===== src/rtl/rc4_xor_stream.sv =====
// XOR stream cipher stage: requests keystream blocks from the RC4 core and
// encrypts a valid/ready plaintext byte stream through one registered output stage.
module rc4_xor_stream #(
   parameter int NUMS_OF_BYTES = 4
) (
   input  logic                       clk,
   input  logic                       rst_n,
   output logic                       ks_start,
   input  logic                       ks_done,
   input  logic [NUMS_OF_BYTES*8-1:0] ks_data,
   input  logic                       pt_valid,
   input  logic [7:0]                 pt_data,
   input  logic                       pt_last,
   output logic                       pt_ready,
   output logic                       ct_valid,
   output logic [7:0]                 ct_data,
   output logic                       ct_last,
   input  logic                       ct_ready,
   output logic                       busy,
   output logic [15:0]                blk_cnt
);

   localparam int IDX_W = (NUMS_OF_BYTES > 1) ? $clog2(NUMS_OF_BYTES) : 1;
   localparam logic [IDX_W-1:0] LAST_IDX = IDX_W'(NUMS_OF_BYTES - 1);

   localparam logic [2:0] IDLE    = 3'd0;
   localparam logic [2:0] REQ     = 3'd1;
   localparam logic [2:0] WAIT_KS = 3'd2;
   localparam logic [2:0] STREAM  = 3'd3;
   localparam logic [2:0] DRAIN   = 3'd4;

   logic [2:0]                 state;
   logic [IDX_W-1:0]           idx;
   logic [NUMS_OF_BYTES*8-1:0] ks_buf;
   logic                       ks_done_q;
   logic [7:0]                 ks_byte;
   logic                       done_edge;
   logic                       pt_fire;
   logic                       ct_fire;

   // The core's done is a level, so only a fresh rising edge marks a new block.
   assign done_edge = ks_done && !ks_done_q;
   assign ks_start  = (state == REQ);
   assign busy      = (state != IDLE);
   assign pt_ready  = (state == STREAM) && (!ct_valid || ct_ready);
   assign pt_fire   = pt_valid && pt_ready;
   assign ct_fire   = ct_valid && ct_ready;

   always_comb begin
      ks_byte = '0;
      for (int k = 0; k < NUMS_OF_BYTES; k++) begin
         if (idx == IDX_W'(k)) begin
            ks_byte = ks_buf[k*8 +: 8];
         end
      end
   end

   always_ff @(posedge clk or negedge rst_n) begin
      if (!rst_n) begin
         ks_done_q <= 1'b0;
      end else begin
         ks_done_q <= ks_done;
      end
   end

   // Block sequencing; a message always starts on a freshly requested block.
   always_ff @(posedge clk or negedge rst_n) begin
      if (!rst_n) begin
         state   <= IDLE;
         idx     <= '0;
         ks_buf  <= '0;
         blk_cnt <= '0;
      end else begin
         case (state)
            IDLE: begin
               if (pt_valid) begin
                  state   <= REQ;
                  blk_cnt <= '0;
               end
            end
            REQ: begin
               state <= WAIT_KS;
            end
            WAIT_KS: begin
               if (done_edge) begin
                  ks_buf  <= ks_data;
                  idx     <= '0;
                  blk_cnt <= blk_cnt + 16'd1;
                  state   <= STREAM;
               end
            end
            STREAM: begin
               if (pt_fire) begin
                  if (pt_last) begin
                     state <= DRAIN;
                  end else if (idx == LAST_IDX) begin
                     state <= REQ;
                  end else begin
                     idx <= idx + 1'b1;
                  end
               end
            end
            DRAIN: begin
               if (ct_fire) begin
                  state <= IDLE;
               end
            end
            default: begin
               state <= IDLE;
            end
         endcase
      end
   end

   // A load in the same cycle as a downstream accept keeps the stage full.
   always_ff @(posedge clk or negedge rst_n) begin
      if (!rst_n) begin
         ct_valid <= 1'b0;
         ct_data  <= '0;
         ct_last  <= 1'b0;
      end else if (pt_fire) begin
         ct_valid <= 1'b1;
         ct_data  <= pt_data ^ ks_byte;
         ct_last  <= pt_last;
      end else if (ct_fire) begin
         ct_valid <= 1'b0;
      end
   end

endmodule


===== config.mk =====
export PLATFORM = sky130hd
export DESIGN_NAME = rc4_xor_stream
export DESIGN_NICKNAME = d
export VERILOG_FILES = /design/src/rtl/rc4_xor_stream.sv
export SDC_FILE = /design/constraint.sdc
export NUM_CORES = 1
export LEC_CHECK = 0
export BUFFER_PORTS_ARGS = -buffer_cell sky130_fd_sc_hd__buf_2
export CAP_MARGIN = 20
export CORE_MARGIN = 10
export CORE_UTILIZATION = 40
export CTS_CLUSTER_SIZE = 16
export DETAILED_ROUTE_END_ITERATION = 8
export PLACE_DENSITY_LB_ADDON = 0.08
export SYNTH_ARGS = -nofsm -noshare
export SYNTH_HDL_FRONTEND = slang
export SYNTH_SLANG_ARGS = --single-unit

===== constraint.sdc =====
create_clock -name clk -period 2 [get_ports clk]
set_clock_uncertainty 0.15 [all_clocks]
set_input_delay 0.4 -clock clk [delete_from_list [all_inputs] [get_ports clk]]
set_output_delay 0.4 -clock clk [all_outputs]
set_load 0.03 [all_outputs]

==> impl_metrics.tcl, run 1 <==
set metrics [dict create \
    fmax_mhz 503 \
    synth-compound-area-share_pct 10.7 \
    first_pass_iters 5 \
    hold_viol_final 0 \
    fin_crit_sh_pct 99.4 \
    netlist_instances 336 \
    synth-seq-cells 64 \
    die_h_um 108 \
    grt_pass1_vias 2658 \
    holdCritStartpoint "ks_done" \
    slew_violations 0 \
    top_level_ports 75 \
    arrival_ns 1.44 \
    track_usage_pct 14.4 \
    synth_top_family_by_area "simple AND/OR/NAND/NOR gates" \
    cts_tree "yes" \
    placed_cell_area_sq_um 3610 \
    holdPathStages 1 \
    worstMarginPinSlew_ns 0.474 \
    die-area_sq_um 11600 \
    h-tree-depth 3 \
    ys_warn_count 0 \
    gr-total-overflow 0 \
    antennaDiodeCount 0 \
    fp.coreArea_sq_um 7370 \
    ant_nets 0 \
    power_mw 5.44 \
    synth_flop_cell "dfrtp_1" \
    drtIter0Drc 127 \
    design_area_sq_um 3900 \
    cp-start-kind "register" \
    antenna_found_initial 0 \
    ys_seq_area_share_pct 52.1 \
    setup_viol 0 \
    status "finished clean" \
    synth_simple_gate_area_share_pct 25.4 \
    nets 477 \
    critPathCaptureType "output pin" \
    cts-root-buf "clkbuf_8" \
    rows 31 \
    vias_per_cell 4.92 \
    clk_latency_ns 0.34 \
    drc_errors 0 \
    min_to "ks_done_q" \
    rsz0062_at_grt "yes" \
    wl_per_cell_um 15.3 \
    syn_nets 387 \
    critPathMaxFanout 9 \
    irDropWorstVdd_mv 0.486 \
    crit_required_ns 1.45 \
    leakage_nw 1.96 \
    rr_worst_depth 7 \
    yosysUniqueCellTypes 46 \
    rrSetupSlack_ns 0.07 \
    worstHoldPathType "in2reg" \
    reg2reg_to "blk_cnt[10]" \
    r2r_start "state[2]" \
    cts_max_path_buffers 2 \
    fin_setup_tns_ns 0 \
    p_per_area_nw_per_um2 1390 \
    cts_sinks 64 \
    synth_xor_area_share_pct 5.41 \
    fin_util_pct 52.9 \
    period_minus_slack_ns 1.99 \
    synth_area_per_cell_sq_um 9.15 \
    grt_pass1_wl_mm 13.4 \
    start_util_pct 41.7 \
    synthAdderAreaFrac_pct 2.03 \
    syn-cell-area_sq_um 3080 \
    dp_hpwl_mm 5.88 \
    grt_max_degree 65 \
    wirelength_mm 8.11 \
    num_vias 2607 \
    drive_gt1_share_pct 29.7 \
    layout-area-overhead-vs-synth_pct 26.9 \
    synth.area.mux_share_pct 0.692 \
    drv_cap 0 \
    port-buffer-count 74 \
    cts_inserted_buffers 9 \
    async_reset_ff_share_pct 100 \
    clkTransAtPathRegs_ns 0.07 \
    synth-edff-count 0 \
    crit_type "reg2out" \
    max_slew_margin_pct 68.3 \
    fp.dieW_um 108 \
    place_congestion 0.789 \
]
[timing repair]
action / in CTS / in global routing
gates resized for setup: 7 / 7
setup buffers: 2 / 3
hold endpoints to repair: 64 / 0
hold buffers: 1 / 0
endpoints found under the setup margin: 3 / 9
[layout make-up]
type | count | area, sq um
Multi-Input combinational cell | 250 | 1390
Fill cell | 698 | 3470
Sequential cell | 64 | 1600
Inverter | 6 | 22.5
Tap cell | 99 | 124
Clock buffer | 11 | 141
Clock inverter | 5 | 56.3
Timing Repair Buffer | 95 | 569
[metal layers]
layer / routed length (um) / part of all wire [%] / track usage [%] / vias up
met5: 0 / 0 / 0 / -
met4: 55 / 0.68 / 4.58 / 0
met3: 674 / 8.3 / 5.51 / 4
met2: 3370 / 42 / 19.6 / 75
met1: 4010 / 49 / 20.4 / 1222
li1: - / - / - / 1306
[report_power, final]
part / internal (mW) / total [mW] / switching (mW)
sequential: 1.77 / 2.13 / 0.353
clock: 0.608 / 1.13 / 0.517
combinational: 0.898 / 2.19 / 1.29
[stage by stage]
step	worst slack [ns]	hold WS [ns]	cells
CTS	0.0116	0.0530	527
global placement	0.151	0.298	508
global route	-0.0544	0.0522	530
detailed placement	0.148	0.291	508
floorplan	0.0503	-0.0456	336
finish	0.0128	0.0611	530
[kinds of logic after synthesis]
logic type	count (synthesis)
AO/OA/AOI/OAI	49
XOR/XNOR	19
adder cells (fa/ha/maj)	5
buffers and inverters	22
flip-flops	64
multiplexers	2
AND/OR/NAND/NOR	175
[Yosys cell counts, types with 6 or more instances]
cell type,count,area share (%)
clkbuf_1,6,0.73
nand2_1,111,14
xor2_1,9,2.6
nand3_1,6,0.98
a22oi_1,7,1.7
inv_1,6,0.73
o22ai_1,7,1.4
a21oi_1,19,3.1
dfrtp_1,64,52
xnor2_1,10,2.8
nor2_1,23,2.8
[cell usage in the layout (no fill, tap or decap), types with 5 or more instances in the layout]
cell type	n
nand2_1	111
buf_2	71
dfrtp_1	63
nor2_1	23
a21oi_1	19
buf_4	17
xnor2_1	10
clkbuf_8	10
xor2_1	9
a22oi_1	7
o22ai_1	7
inv_1	6
nand3_1	6
nand4_1	5
o21ai_0	5
buf_6	5
[critical path, stage by stage (launching register included)]
cell and delay (ns):
dfrtp_1 0.38, buf_4 0.17, or3_4 0.40, buf_6 0.15
[flip-flops by register name, summed over array words and instances, names as in the netlist]
signal and cells:
ks_buf 32, blk_cnt 16, ct_data 8, state 3
idx 2, ct_last 1, ct_valid 1, ks_done_q 1
[worst max path at each step]
stage,start,end,slack [ns],cells past startpoint
after floorplan,blk_cnt[7],blk_cnt[10],0.05,5
after global placement,state[1],blk_cnt[7],0.15,5
after detailed placement,state[1],blk_cnt[7],0.15,5
after CTS,state[1],busy,0.01,3
after global routing,state[2],blk_cnt[10],-0.05,7
final,state[1],busy,0.01,3
Note: power is estimated with default switching activity, not from simulation.
==> run 2: changes to the inputs <==
--- a/config.mk
+++ b/config.mk
@@ -11,7 +11,7 @@
 export CORE_UTILIZATION = 40
 export CTS_CLUSTER_SIZE = 16
 export DETAILED_ROUTE_END_ITERATION = 8
-export PLACE_DENSITY_LB_ADDON = 0.08
+export PLACE_DENSITY = 0.72
 export SYNTH_ARGS = -nofsm -noshare
 export SYNTH_HDL_FRONTEND = slang
 export SYNTH_SLANG_ARGS = --single-unit
==> run 2 against run 1 <==
  * Hold slack gained 0.016 ns
  * Critical path depth grew 4
  * Non-clock buffer count shrank 3
  * Utilization grew 0.71 points
  * Clock power grew 23%
  * Setup slack gained 0.00063 ns
  * Sequential power shrank 3%
  * First-iteration DRC count shrank 6.3%
  * Register-to-register slack lost 0.06 ns
  * Sequential share of layout area shrank 0.55 points
  * Total power grew 3.6%
  * Via count shrank 1.3%
  * Critical path type is now reg2reg
  * Largest cell class unchanged
  * Highest routed layer unchanged
==> impl_metrics.tcl, run 2 (synthesis results as in run 1) <==
set metrics [dict create \
    status "finished clean" \
    regMostFlops "ks_buf" \
    reg_top3 "ks_buf: 32 flops, blk_cnt: 16 flops, ct_data: 8 flops" \
    nets 474 \
    min_to "ks_done_q" \
    fmax_mhz 503 \
    track_usage_pct 13.4 \
    n_fill_cell 665 \
    irDropWorstVdd_mv 0.627 \
    crit_required_ns 2.08 \
    p_seq_share_pct 36.7 \
    setup_viol 0 \
    die_h_um 108 \
    cts_max_path_buffers 2 \
    drc_errors 0 \
    cts_inserted_buffers 9 \
    max_slew_margin_pct 69.5 \
    ant_nets 0 \
    placed_cell_area_sq_um 3610 \
    grt_pass1_vias 2624 \
    rr_worst_depth 7 \
    leakage_nw 1.97 \
    rows 31 \
    first_pass_iters 4 \
    start_util_pct 41.7 \
    top_level_ports 75 \
    design_area_sq_um 3950 \
    worstHoldPathType "in2reg" \
    regArea_sq_um 1600 \
    layout-area-overhead-vs-synth_pct 28.6 \
    rsz0062_at_grt "yes" \
    grt_pass1_wl_mm 12.7 \
    r2r_start "state[2]" \
    largest_reg_flops 32 \
    fp.coreArea_sq_um 7370 \
    cts_tree "yes" \
    wirelength_mm 7.63 \
    fin_crit_sh_pct 99.3 \
    vias_per_cell 4.88 \
    p_sw_share_pct 37.5 \
    holdPathStages 1 \
    preCtsSetupSlack_ns 0.0436 \
    clkPwrFrac_pct 24.6 \
    num_vias 2573 \
    hold_viol_final 0 \
    place_congestion 0.819 \
    reg2reg_to "blk_cnt[13]" \
    multi_input_area_sq_um 1390 \
    drive_gt1_share_pct 29.4 \
    crit_type "reg2reg" \
    grt_max_degree 65 \
    wl_per_cell_um 14.5 \
    fin_setup_tns_ns 0 \
    die-area_sq_um 11600 \
    clkTransAtPathRegs_ns 0.08 \
    clk_latency_ns 0.33 \
    layout_commonest_cell "nand2_1" \
    final_cell_mix "nand2_1 (111), buf_2 (71), dfrtp_1 (63), nor2_1 (23), a21oi_1 (19)" \
    p_per_area_nw_per_um2 1430 \
    worstMarginPinSlew_ns 0.455 \
    h-tree-depth 3 \
    period_minus_slack_ns 1.99 \
    antenna_found_initial 0 \
    cp-start-kind "register" \
    port-buffer-count 74 \
    cts_sinks 64 \
    p_sw_mw 2.11 \
    intPower_mw 3.53 \
    rrSetupSlack_ns 0.01 \
    arrival_ns 2.07 \
    dp_hpwl_mm 5.53 \
    pwr-share-comb_pct 38.6 \
    holdCritStartpoint "ks_done" \
    antennaDiodeCount 0 \
    fp.dieW_um 108 \
    critPathCaptureType "register" \
    critPathMaxFanout 8 \
    slew_violations 0 \
    gr-total-overflow 0 \
    drtIter0Drc 119 \
    cts-root-buf "clkbuf_8" \
    drv_cap 0 \
    layout_setup_ws_ns 0.0135 \
]
## run 2: cell count changes in the layout (fill, tap and decap cells not counted), moves of 2 or more
cell       before  now
buf_4          17   11
buf_6           5    7
bufinv_16       1    3
clkinv_2        2    0
## run 2: per-layer routing
layer	global-route usage (%)	vias to the layer above	part of all wire, %
li1	-	1294	-
met2	19.8	72	45
met5	0	-	0
met4	4.87	0	1.3
met3	4.61	8	7.5
met1	17.6	1199	47
## run 2: worst max-delay path by stage
stage	slack [ns]	to	startpoint	cells after the start
floorplan	0.05	blk_cnt[10]	blk_cnt[7]	5
global placement	0.13	blk_cnt[13]	state[1]	5
detailed placement	0.04	blk_cnt[13]	state[1]	5
CTS	0.004	blk_cnt[13]	state[2]	6
global route	-0.06	blk_cnt[10]	state[2]	7
finish	0.01	blk_cnt[13]	state[2]	7
## run 2: worst max-delay path, cell delays in order (launching register included)
cell	delay, ns
dfrtp_1	0.41
buf_6	0.13
or3b_4	0.37
a2111oi_4	0.30
buf_6	0.18
nand4_1	0.12
xor2_1	0.18
nor2_2	0.04
## run 2: what timing repair did
action	4_1_cts	5_1_grt
endpoints found under the setup margin	3	14
resized for setup	7	9
setup buffers	1	3
hold buffers	1	0
endpoints found under the hold margin	64	0
pin swaps	0	2
## run 2: metrics by stage
step	power, mW	cells	util (%)	hold slack (ns)
2_1_floorplan	3.54	336	-	-0.0456
3_3_place_gp	4.12	506	48.9	0.288
3_5_place_dp	4.18	506	48.9	0.292
4_1_cts	5.63	524	52.9	0.0634
5_1_grt	6.05	527	53.7	0.0527
6_report	5.64	527	53.7	0.0772
## run 2: final cells by class
cell class,instances,area share (%)
Clock buffer,10,3.48
Clock inverter,6,2.88
Inverter,6,0.570
Multi-Input combinational cell,250,35.1
Sequential cell,64,40.5
Tap cell,99,3.13
Timing Repair Buffer,92,14.3
## run 2: power groups by stage
stage	registers [mW]	logic [mW]	clock network, mW
5_1_grt	2.14	2.44	1.47
2_1_floorplan	2.29	1.24	0
3_5_place_dp	2.08	2.09	0
6_report	2.07	2.18	1.39
4_1_cts	2.06	2.16	1.41
3_3_place_gp	2.07	2.05	0
==> run 3: changes to the inputs <==
--- a/config.mk
+++ b/config.mk
@@ -8,10 +8,11 @@
 export BUFFER_PORTS_ARGS = -buffer_cell sky130_fd_sc_hd__buf_2
 export CAP_MARGIN = 20
 export CORE_MARGIN = 10
-export CORE_UTILIZATION = 40
+export CORE_UTILIZATION = 53
 export CTS_CLUSTER_SIZE = 16
 export DETAILED_ROUTE_END_ITERATION = 8
-export PLACE_DENSITY = 0.72
+export GPL_TIMING_DRIVEN = 0
+export PLACE_DENSITY = 0.88
 export SYNTH_ARGS = -nofsm -noshare
 export SYNTH_HDL_FRONTEND = slang
 export SYNTH_SLANG_ARGS = --single-unit
==> run 3 against run 2 <==
  * Clock power is 22% lower
  * Cell area is 0.60% lower
  * Register-to-register slack hardly changed
  * Critical path depth is 3 lower
  * Die area is 20% lower
  * Utilization is 17 points higher
  * Total power is 2.9% lower
  * Critical path type is now reg2out
  * Largest cell class unchanged
==> impl_metrics.tcl, run 3 (synthesis results as in run 1) <==
set metrics [dict create \
    antennaDiodeCount 0 \
    start_util_pct 55.2 \
    cts_max_path_buffers 2 \
    h-tree-depth 3 \
    worstPathCellList "buf_6 > and2b_2 > and3_4 > buf_6" \
    rsz0062_at_grt "yes" \
    top_level_ports 75 \
    grt_max_degree 36 \
    period_minus_slack_ns 1.97 \
    crit_type "reg2out" \
    drtIter0Drc 164 \
    wirelength_mm 8.14 \
    slew_violations 0 \
    worstMarginPinSlew_ns 0.715 \
    pwr-share-comb_pct 42.1 \
    port-buffer-count 74 \
    max_slew_margin_pct 52.3 \
    cts-root-buf "clkbuf_8" \
    drive_gt1_share_pct 31.3 \
    fin_crit_sh_pct 98.7 \
    power_mw 5.47 \
    clk_latency_ns 0.35 \
    crit_top_cell "buf_6" \
    fp.coreArea_sq_um 5570 \
    p_per_area_nw_per_um2 1390 \
    largest_reg_flops 32 \
    cts_inserted_buffers 9 \
    crit_required_ns 1.45 \
    design_area_sq_um 3930 \
    cts_tree "yes" \
    worstHoldPathType "in2reg" \
    ant_nets 0 \
    fin_util_pct 70.5 \
    irDropWorstVdd_mv 0.793 \
    status "finished clean" \
    wl_per_cell_um 16.1 \
    grt_pass1_vias 2672 \
    crit_family "flip-flops" \
    placed_cell_area_sq_um 3560 \
    setup_viol 0 \
    rows 27 \
    critPathCaptureType "output pin" \
    reg_top3 "ks_buf: 32 flops, blk_cnt: 16 flops, ct_data: 8 flops" \
    cts_sinks 64 \
    final_cell_mix "nand2_1 (111), buf_2 (75), dfrtp_1 (62), nor2_1 (22), a21oi_1 (16)" \
    intPower_mw 3.31 \
    die_h_um 96.2 \
    cp-start-kind "register" \
    clkPwrFrac_pct 19.7 \
    hold_viol_final 0 \
    first_pass_iters 4 \
    p_sw_mw 2.16 \
    critPathMaxFanout 8 \
    p_seq_share_pct 38.1 \
    cp_num_buf_inv 2 \
    antenna_found_initial 0 \
    grt_pass1_wl_mm 13.0 \
    place_congestion 0.869 \
    leakage_nw 1.98 \
    nets 481 \
    fmax_mhz 507 \
    clkTransAtPathRegs_ns 0.06 \
    gr-total-overflow 0 \
    regMostFlops "ks_buf" \
    layout_commonest_cell "nand2_1" \
    layout-area-overhead-vs-synth_pct 27.8 \
    die-area_sq_um 9250 \
    arrival_ns 1.42 \
    fp.dieW_um 96.2 \
    vias_per_cell 5.35 \
    drc_errors 0 \
    num_vias 2705 \
    track_usage_pct 18.0 \
    drv_cap 0 \
    dp_hpwl_mm 5.63 \
    p_sw_share_pct 39.6 \
    cp_slowest_stage_delay_ns 0.40 \
    crit_slowest_cell "dfrtp_1" \
]
run 3: changes by cell type in the layout (fill, tap and decap cells not counted), moves of 2 or more:
cell        change
clkinvlp_4      -2
clkinv_2        +3
ha_1            -2
ha_4            +3
a21oi_1         -3
a21oi_2         +3
clkbuf_1        +4
buf_2           +4
bufinv_16       -2
run 3: worst paths after layout:
check	start	to	slack, ns	depth (start not counted)
min	ks_done	ks_done_q	0.05	1
min in group asynchronous	rst_n	blk_cnt[3]	0.52	2
max	state[0]	pt_ready	0.03	4
min reg2reg	ks_buf[22]	ks_buf[22]	0.33	2
max reg2reg	state[2]	blk_cnt[10]	0.03	7
max in group asynchronous	rst_n	ks_buf[22]	0.54	3
run 3: area by class of cell:
cell class,instances,area (sq um)
Fill cell,420,1640
Sequential cell,64,1600
Multi-Input combinational cell,250,1440
Timing Repair Buffer,87,502
Clock buffer,11,141
Tap cell,72,90.1
Buffer,12,82.6
Clock inverter,4,45.0
Inverter,6,22.5
run 3: repair_timing:
action / CTS / global route
resized for setup: 10 / 19
endpoints found under the setup margin: 37 / 46
hold buffers: 1 / 0
endpoints found under the hold margin: 29 / 0
pin swaps: 1 / 7
buffers inserted: 7 / 4
run 3: layer usage:
| layer | track usage, % | part of all wire, % | vias up |
|---|---|---|---|
| met2 | 26.8 | 47 | 90 |
| met4 | 7.74 | 2.9 | 0 |
| met3 | 5.68 | 7.5 | 19 |
| li1 | - | - | 1309 |
| met1 | 23.5 | 43 | 1287 |
| met5 | 0 | 0 | - |
run 3: stage by stage:
step | std cells | hold slack, ns | TNS, ns | setup WS, ns
finish | 506 | 0.0481 | 0 | 0.0260
global route | 506 | 0.0399 | -0.0906 | -0.0508
CTS | 504 | 0.0445 | -0.00452 | -0.00452
detailed placement | 483 | 0.314 | -1.84 | -0.248
global placement | 482 | 0.303 | -1.08 | -0.202
floorplan | 336 | -0.0456 | 0 | 0.0503
run 3: power groups by stage:
stage                     clock (mW)  combinational, mW  sequential [mW]
after global routing            1.15               2.54             2.14
after detailed placement           0               2.06             2.08
after CTS                       1.10               2.17             2.06
after global placement             0               1.99             2.06
after floorplan                    0               1.24             2.29
final                           1.08               2.30             2.09
